<file path="config.mk">
export PLATFORM = sky130hd
export DESIGN_NAME = fetch_stage
export DESIGN_NICKNAME = d
export VERILOG_FILES = /design/src/rtl/fetch_stage.sv
export SDC_FILE = /design/constraint.sdc
export NUM_CORES = 1
export LEC_CHECK = 0
export CELL_PAD_IN_SITES_DETAIL_PLACEMENT = 1
export CELL_PAD_IN_SITES_GLOBAL_PLACEMENT = 1
export CORE_ASPECT_RATIO = 1.4
export CORE_MARGIN = 10
export CORE_UTILIZATION = 41
export CTS_CLUSTER_DIAMETER = 80
export DETAILED_ROUTE_END_ITERATION = 6
export GPL_ROUTABILITY_DRIVEN = 0
export PLACE_DENSITY_LB_ADDON = 0.1
export RECOVER_POWER = 100
export SLEW_MARGIN = 20
export SYNTH_ARGS = -nofsm -noshare
export SYNTH_HDL_FRONTEND = slang
export SYNTH_SLANG_ARGS = --single-unit
export TNS_END_PERCENT = 1
</file>
<file path="constraint.sdc">
create_clock -name clk -period 2.3 [get_ports clk]
set_input_delay 0.345 -clock clk [delete_from_list [all_inputs] [get_ports clk]]
set_output_delay 0.345 -clock clk [all_outputs]
set_load 0.01 [all_outputs]
</file>
<file path="src/rtl/fetch_stage.sv">
// Instruction fetch stage: PC, req/ack instruction-memory fetch, IF/ID
// register and a one-entry hold buffer. Taken branches redirect the PC
// and squash any wrong-path fetch still in flight.
module fetch_stage #(
  parameter int ADDR_W   = 8,
  parameter int INSTR_W  = 16,
  parameter int RESET_PC = 0
) (
  input  logic               clk,
  input  logic               rst_n,
  output logic               imem_req,
  output logic [ADDR_W-1:0]  imem_addr,
  input  logic               imem_ack,
  input  logic [INSTR_W-1:0] imem_rdata,
  input  logic               id_stall,
  input  logic               br_taken,
  input  logic [ADDR_W-1:0]  br_target,
  output logic               if_valid,
  output logic [INSTR_W-1:0] if_instr,
  output logic [ADDR_W-1:0]  if_pc,
  output logic [3:0]         if_opcode
);

  localparam logic [ADDR_W-1:0] PC_RST = ADDR_W'(RESET_PC);
  localparam logic [ADDR_W-1:0] ONE    = ADDR_W'(1);

  typedef enum logic [1:0] {IDLE, FETCH, HOLD, DRAIN} state_e;

  // One fetched instruction together with the address it came from.
  typedef struct packed {
    logic [INSTR_W-1:0] instr;
    logic [ADDR_W-1:0]  pc;
  } slot_t;

  state_e              state_q, state_d;
  logic [ADDR_W-1:0]   pc_q, pc_d;
  logic [ADDR_W-1:0]   addr_q, addr_d;
  logic                ifv_q, ifv_d;
  slot_t               ifid_q, ifid_d;
  slot_t               hold_q, hold_d;
  logic                slot_free;

  // A new instruction may enter IF/ID when it is empty or being consumed.
  assign slot_free = !ifv_q || !id_stall;

  // State register; reset abandons any in-flight request.
  always_ff @(posedge clk or negedge rst_n) begin
    if (!rst_n) begin
      state_q <= IDLE;
      pc_q    <= PC_RST;
      addr_q  <= PC_RST;
      ifv_q   <= 1'b0;
      ifid_q  <= '0;
      hold_q  <= '0;
    end else begin
      state_q <= state_d;
      pc_q    <= pc_d;
      addr_q  <= addr_d;
      ifv_q   <= ifv_d;
      ifid_q  <= ifid_d;
      hold_q  <= hold_d;
    end
  end

  // Next-state logic; a redirect overrides every other action in any state.
  always_comb begin
    state_d = state_q;
    pc_d    = pc_q;
    addr_d  = addr_q;
    ifv_d   = ifv_q;
    ifid_d  = ifid_q;
    hold_d  = hold_q;
    if (br_taken) begin
      pc_d         = br_target;
      ifv_d        = 1'b0;
      ifid_d.instr = '0;
      hold_d       = '0;
    end
    unique case (state_q)
      IDLE: begin
        if (br_taken) addr_d = br_target;
        state_d = FETCH;
      end
      FETCH: begin
        if (br_taken) begin
          // An acked response is simply dropped; an outstanding one must be
          // drained on the old address before the redirect can be issued.
          if (imem_ack) addr_d = br_target;
          else          state_d = DRAIN;
        end else if (imem_ack) begin
          pc_d = addr_q + ONE;
          if (slot_free) begin
            ifid_d = '{instr: imem_rdata, pc: addr_q};
            ifv_d  = 1'b1;
            addr_d = addr_q + ONE;
          end else begin
            hold_d  = '{instr: imem_rdata, pc: addr_q};
            state_d = HOLD;
          end
        end else if (slot_free) begin
          ifv_d        = 1'b0;
          ifid_d.instr = '0;
        end
      end
      HOLD: begin
        if (br_taken) begin
          addr_d  = br_target;
          state_d = FETCH;
        end else if (!id_stall) begin
          ifid_d  = hold_q;
          ifv_d   = 1'b1;
          addr_d  = pc_q;
          state_d = FETCH;
        end
      end
      DRAIN: begin
        // Wrong-path response is discarded; pc_d already carries the latest
        // redirect target.
        if (imem_ack) begin
          addr_d  = pc_d;
          state_d = FETCH;
        end
      end
      default: state_d = IDLE;
    endcase
  end

  assign imem_req  = (state_q == FETCH) || (state_q == DRAIN);
  assign imem_addr = addr_q;
  assign if_valid  = ifv_q;
  assign if_instr  = ifv_q ? ifid_q.instr : '0;
  assign if_pc     = ifid_q.pc;
  assign if_opcode = if_instr[INSTR_W-1 -: 4];

endmodule

</file>
## Word-level counts from Yosys, hierarchy flattened

Index checks and enable logic that the tools add are counted.

- Bits in registers: 67
- Logic and storage cells: 77
- Output and inout bits: 38

- Add/sub/neg operators: 1
- Mux-type cells: 44
- Reduce and logical (&&, ||, !) cells: 9
- Equal/unequal tests: 15

Operators by type and width:

| kind | number |
|---|---|
| two-way mux 24 bit | 9 |
| two-way mux 8 bit | 13 |
| two-way mux 16 bit | 4 |
| case mux 24 bit (2 select lines) | 1 |
| case mux 8 bit (4 select lines) | 1 |
| != test 3 bit, second input constant | 5 |
| two-way mux 2 bit | 7 |
| != test 2 bit, second input constant | 7 |
| AND reduction 5 bit | 2 |
| adder 8 x 1 -> 8 bit, second input constant | 1 |
| case mux 2 bit (4 select lines) | 1 |
| two-way mux 1 bit | 7 |
| AND reduction 6 bit | 1 |
| equality test 2 bit, second input constant | 2 |
| equality test 2 x 1 -> 1 bit, second input constant | 1 |
| zero test 1 bit | 2 |
| zero test 2 bit | 1 |
| logical OR 1 bit | 2 |
| case mux 1 bit (2 select lines) | 1 |
| nonzero test 2 bit | 1 |

## Longest topological paths before layout

- Word-level depth: 6
- Gate-level depth with buffers: 9
- Mapped depth without buffers: 6

## Least setup slack after synthesis

Ideal clock, no wire load.

- Kind: flip-flop to flip-flop
- Start: register state_q[0]
- End: register addr_q[2], in the netlist imem_addr[2]
- Path buffers: 1
- Setup time: 125 ps
- Slack: 457 ps
- Arrival: 1718 ps
- Cell stages (with the launch flop): 8
- Clock period less this slack: 1843 ps
- Path through: dfrtp_1 > inv_1 > ha_1 > buf_6 > o31a_1 > or2_4 > o2bb2ai_1 > mux2_4

- Longest elaborated chain between the ends: 3
- Elaborated cells between the ends (all ways): 11

RTL lines:

| what | RTL line | RTL |
|---|---|---|
| start: declaration | 35 | `state_e state_q, state_d;` |
| start signal: assignment | 56 | `state_q <= state_d;` |
| equality test 2 x 1 -> 1 bit (tied with other cells) | 79 | `unique case (state_q)` |
| != test 3 bit (no line) / != test 2 bit (equally long branches) | -- |  |
| AND reduction 5 bit (no line) | -- |  |
| end signal: assignment | 58 | `addr_q <= addr_d;` |
| end: declaration | 37 | `logic [ADDR_W-1:0] addr_q, addr_d;` |

Several ways; a longest one is shown, not always the timed one.
A chain may end at the register's enable or synchronous reset.

## Worst setup path in the final report

- Start: register state_q[0]
- End: register addr_q[3], in the netlist imem_addr[3]

The elaborated chain is that of the path after synthesis.

==> results.json <==
{
  "cp_slowest_cell": "dfrtp_1",
  "yosysWarningCount": 0,
  "syn_to_final_growth_pct": 27.9,
  "synthCells": 365,
  "drc_errors": 0,
  "postRouteAntennaNets": 0,
  "nFillCells": 980,
  "fin_nets": 459,
  "post_cts_resized": 1,
  "power.density_mw_per_mm2": 1030,
  "final.period_utilization": 0.942,
  "critPathArrivalTime_ps": 2390,
  "multiInputGateArea_mm2": 0.00176,
  "layout_common_cells": "dfrtp_1, clkdlybuf4s50_1, dlygate4sd3_1",
  "track_usage": 0.173,
  "clkTransAtPathRegs_ps": 60,
  "vias": 3168,
  "clkLatencyLatePin_ps": 340,
  "p_leak_nw": 2.02,
  "finalSetupViolations": 0,
  "dpl.hpwl_um": 7770,
  "finClkSkew_ps": 6.41,
  "cts_tree": "built",
  "tns_ps": 0,
  "max_cap_viol_count": 1,
  "fp.dieH_um": 133,
  "synth_edf_count": 0,
  "cts_buffers": 9,
  "final_common_cell": "dfrtp_1",
  "fp.dieArea_mm2": 0.0133,
  "wl_per_cell_um": 20.8,
  "overflow": 0,
  "status": "finished, violations left",
  "cts-root-buf": "clkbuf_16",
  "relSlewSlack": -0.124,
  "io_pins": 67,
  "num_antenna_cells": 0,
  "first_global_vias": 3426,
  "drt_iter0_markers": 178,
  "vias_per_cell": 5.91,
  "firstDrtPassIters": 4,
  "synthArstFlopShare": 1.00,
  "core_area_mm2": 0.00893,
  "crit_path_start_kind": "flop",
  "cpPeakStageDelay_ps": 450,
  "synthesis.nets": 400,
  "hold_violations": 0,
  "syn_area_mm2": 0.00372,
  "yosysSeqAreaShare": 0.451,
  "peakVddDrop_mv": 0.581,
  "drv_slew": 68,
  "drive_gt1_frac": 0.117,
  "clockBufferDepth": 2,
  "ys_types": 50,
  "htreeDepth": 3,
  "initial_utilization": 0.417,
  "synth_area_per_cell_um2": 10.2,
  "tightest_slew_ps": 1690,
  "rsz0062_at_grt": "no",
  "synth_seq_cells": 67,
  "fin_crit_ps": 2170,
  "antenna_found_initial": 0,
  "path_class": "reg -> reg",
  "grt_max_degree": 68,
  "drt-total-wl_um": 11200,
  "synth_flop_cell": "dfrtp_1",
  "finalPower_mw": 4.90,
  "crit_chain": "inv_1, ha_1, o31a_1, a221oi_1, o21ai_0, a22o_1",
  "cp_max_fo": 10,
  "cts_hold_buf": 0,
  "die-width_um": 100,
  "cts_setup_buffers": 0,
  "timing.fmax_mhz": 462,
  "critPathRequiredTime_ps": 2530,
  "violations": "capacitance limit, slew limit",
  "hold_class": "reg -> reg",
  "clkSinkCount": 67,
  "seq_area_mm2": 0.00168,
  "endpoint_kind": "flop",
  "grt_first_pass_wirelength_um": 18600,
  "io_buffers": 66,
  "placementRows": 41
}
[cells in the mapped netlist, types with 2 or more instances]
| cell type | count | share of area |
|---|---|---|
| nor2b_1 | 21 | 0.035 |
| ha_1 | 6 | 0.020 |
| a211oi_1 | 4 | 0.0081 |
| or2_2 | 2 | 0.0034 |
| nor3_1 | 4 | 0.0054 |
| a21oi_1 | 15 | 0.020 |
| nand2_1 | 20 | 0.020 |
| nor2_1 | 10 | 0.010 |
| o31ai_1 | 3 | 0.0061 |
| a22o_1 | 18 | 0.042 |
| clkbuf_1 | 8 | 0.0081 |
| nand3_1 | 4 | 0.0054 |
| xor2_1 | 3 | 0.0071 |
| o21a_1 | 3 | 0.0061 |
| dfrtp_1 | 67 | 0.45 |
| buf_2 | 10 | 0.013 |
| mux2i_1 | 6 | 0.016 |
| nand3b_1 | 2 | 0.0040 |
| a32oi_1 | 9 | 0.021 |
| o21ai_0 | 22 | 0.030 |
| a31oi_1 | 3 | 0.0050 |
| a221oi_1 | 4 | 0.0094 |
| nand2b_1 | 4 | 0.0067 |
| o2bb2ai_1 | 17 | 0.040 |
| o31a_1 | 3 | 0.0071 |
| and2_1 | 17 | 0.029 |
| o41ai_1 | 8 | 0.019 |
| inv_1 | 8 | 0.0081 |
| buf_4 | 17 | 0.034 |
| a2bb2oi_1 | 3 | 0.0071 |
| buf_6 | 4 | 0.012 |
| a22oi_1 | 21 | 0.042 |
| o21ai_1 | 2 | 0.0027 |
[cells by family after synthesis]
kind of cell             Yosys count  synth area share
adder cells (fa/ha/maj)            6            0.0202
AND/OR/NAND/NOR                   92             0.137
AO/OA/AOI/OAI                    142             0.288
XOR/XNOR                           3           0.00707
flip-flops                        67             0.451
multiplexers                       7            0.0202
buffers and inverters             48            0.0771
[worst paths after layout]
| check | to | depth (start not counted) | slack, ps | startpoint |
|---|---|---|---|---|
| max | imem_addr[3] | 6 | 130 | state_q[0] |
| min | if_pc[4] | 2 | 480 | if_pc[4] |
| max in group asynchronous | if_valid | 2 | 650 | rst_n |
| max reg2reg | imem_addr[3] | 6 | 130 | state_q[0] |
| min reg2reg | if_pc[4] | 2 | 480 | if_pc[4] |
| min in group asynchronous | ifid_q[18] | 2 | 530 | rst_n |
[metrics by stage]
step | instance area, um^2 | hold slack, ps | util | std cells | setup WS (ps)
after floorplan | 3720 | 49.4 | - | 365 | 457
after global placement | 4450 | 400 | 0.498 | 520 | 212
after detailed placement | 4450 | 403 | 0.498 | 520 | 175
after CTS | 4790 | 46.8 | 0.537 | 536 | 6.36
after global routing | 4760 | 505 | 0.533 | 536 | 16.6
final | 4760 | 482 | 0.533 | 536 | 135
[sequential cells by signal, summed over array words and instances, names as in the netlist]
| name | cells |
|---|---|
| hold_q | 24 |
| imem_addr | 8 |
| if_pc | 8 |
| ifid_q | 16 |
| state_q | 2 |
| pc_q | 8 |
| if_valid | 1 |
[layer usage]
metal,vias up,wire length [um],global-route usage
met5,-,0,0
met4,0,267,0.0732
met3,19,483,0.0334
met2,77,5770,0.291
met1,1600,4630,0.207
li1,1472,-,-
[power by group]
| part | switching [mW] | internal [mW] | total (mW) |
|---|---|---|---|
| Sequential | 0.286 | 1.41 | 1.69 |
| Combinational | 0.900 | 0.710 | 1.61 |
| Clock | 0.537 | 1.06 | 1.59 |
[area by class of cell]
cell class	instances	area share
Inverter	9	0.00710
Tap cell	107	0.0281
Clock inverter	7	0.0245
Multi-Input combinational cell	250	0.370
Sequential cell	67	0.353
Timing Repair Buffer	87	0.170
Clock buffer	9	0.0473
[worst max-delay path: cells and delay by family (launching register included)]
kind / cells / cell delay (ps)
compound gates: 4 / 1130
fa+ha+maj: 1 / 340
buf+inv: 1 / 130
flops: 1 / 450
Note: power is estimated with default switching activity, not from simulation.
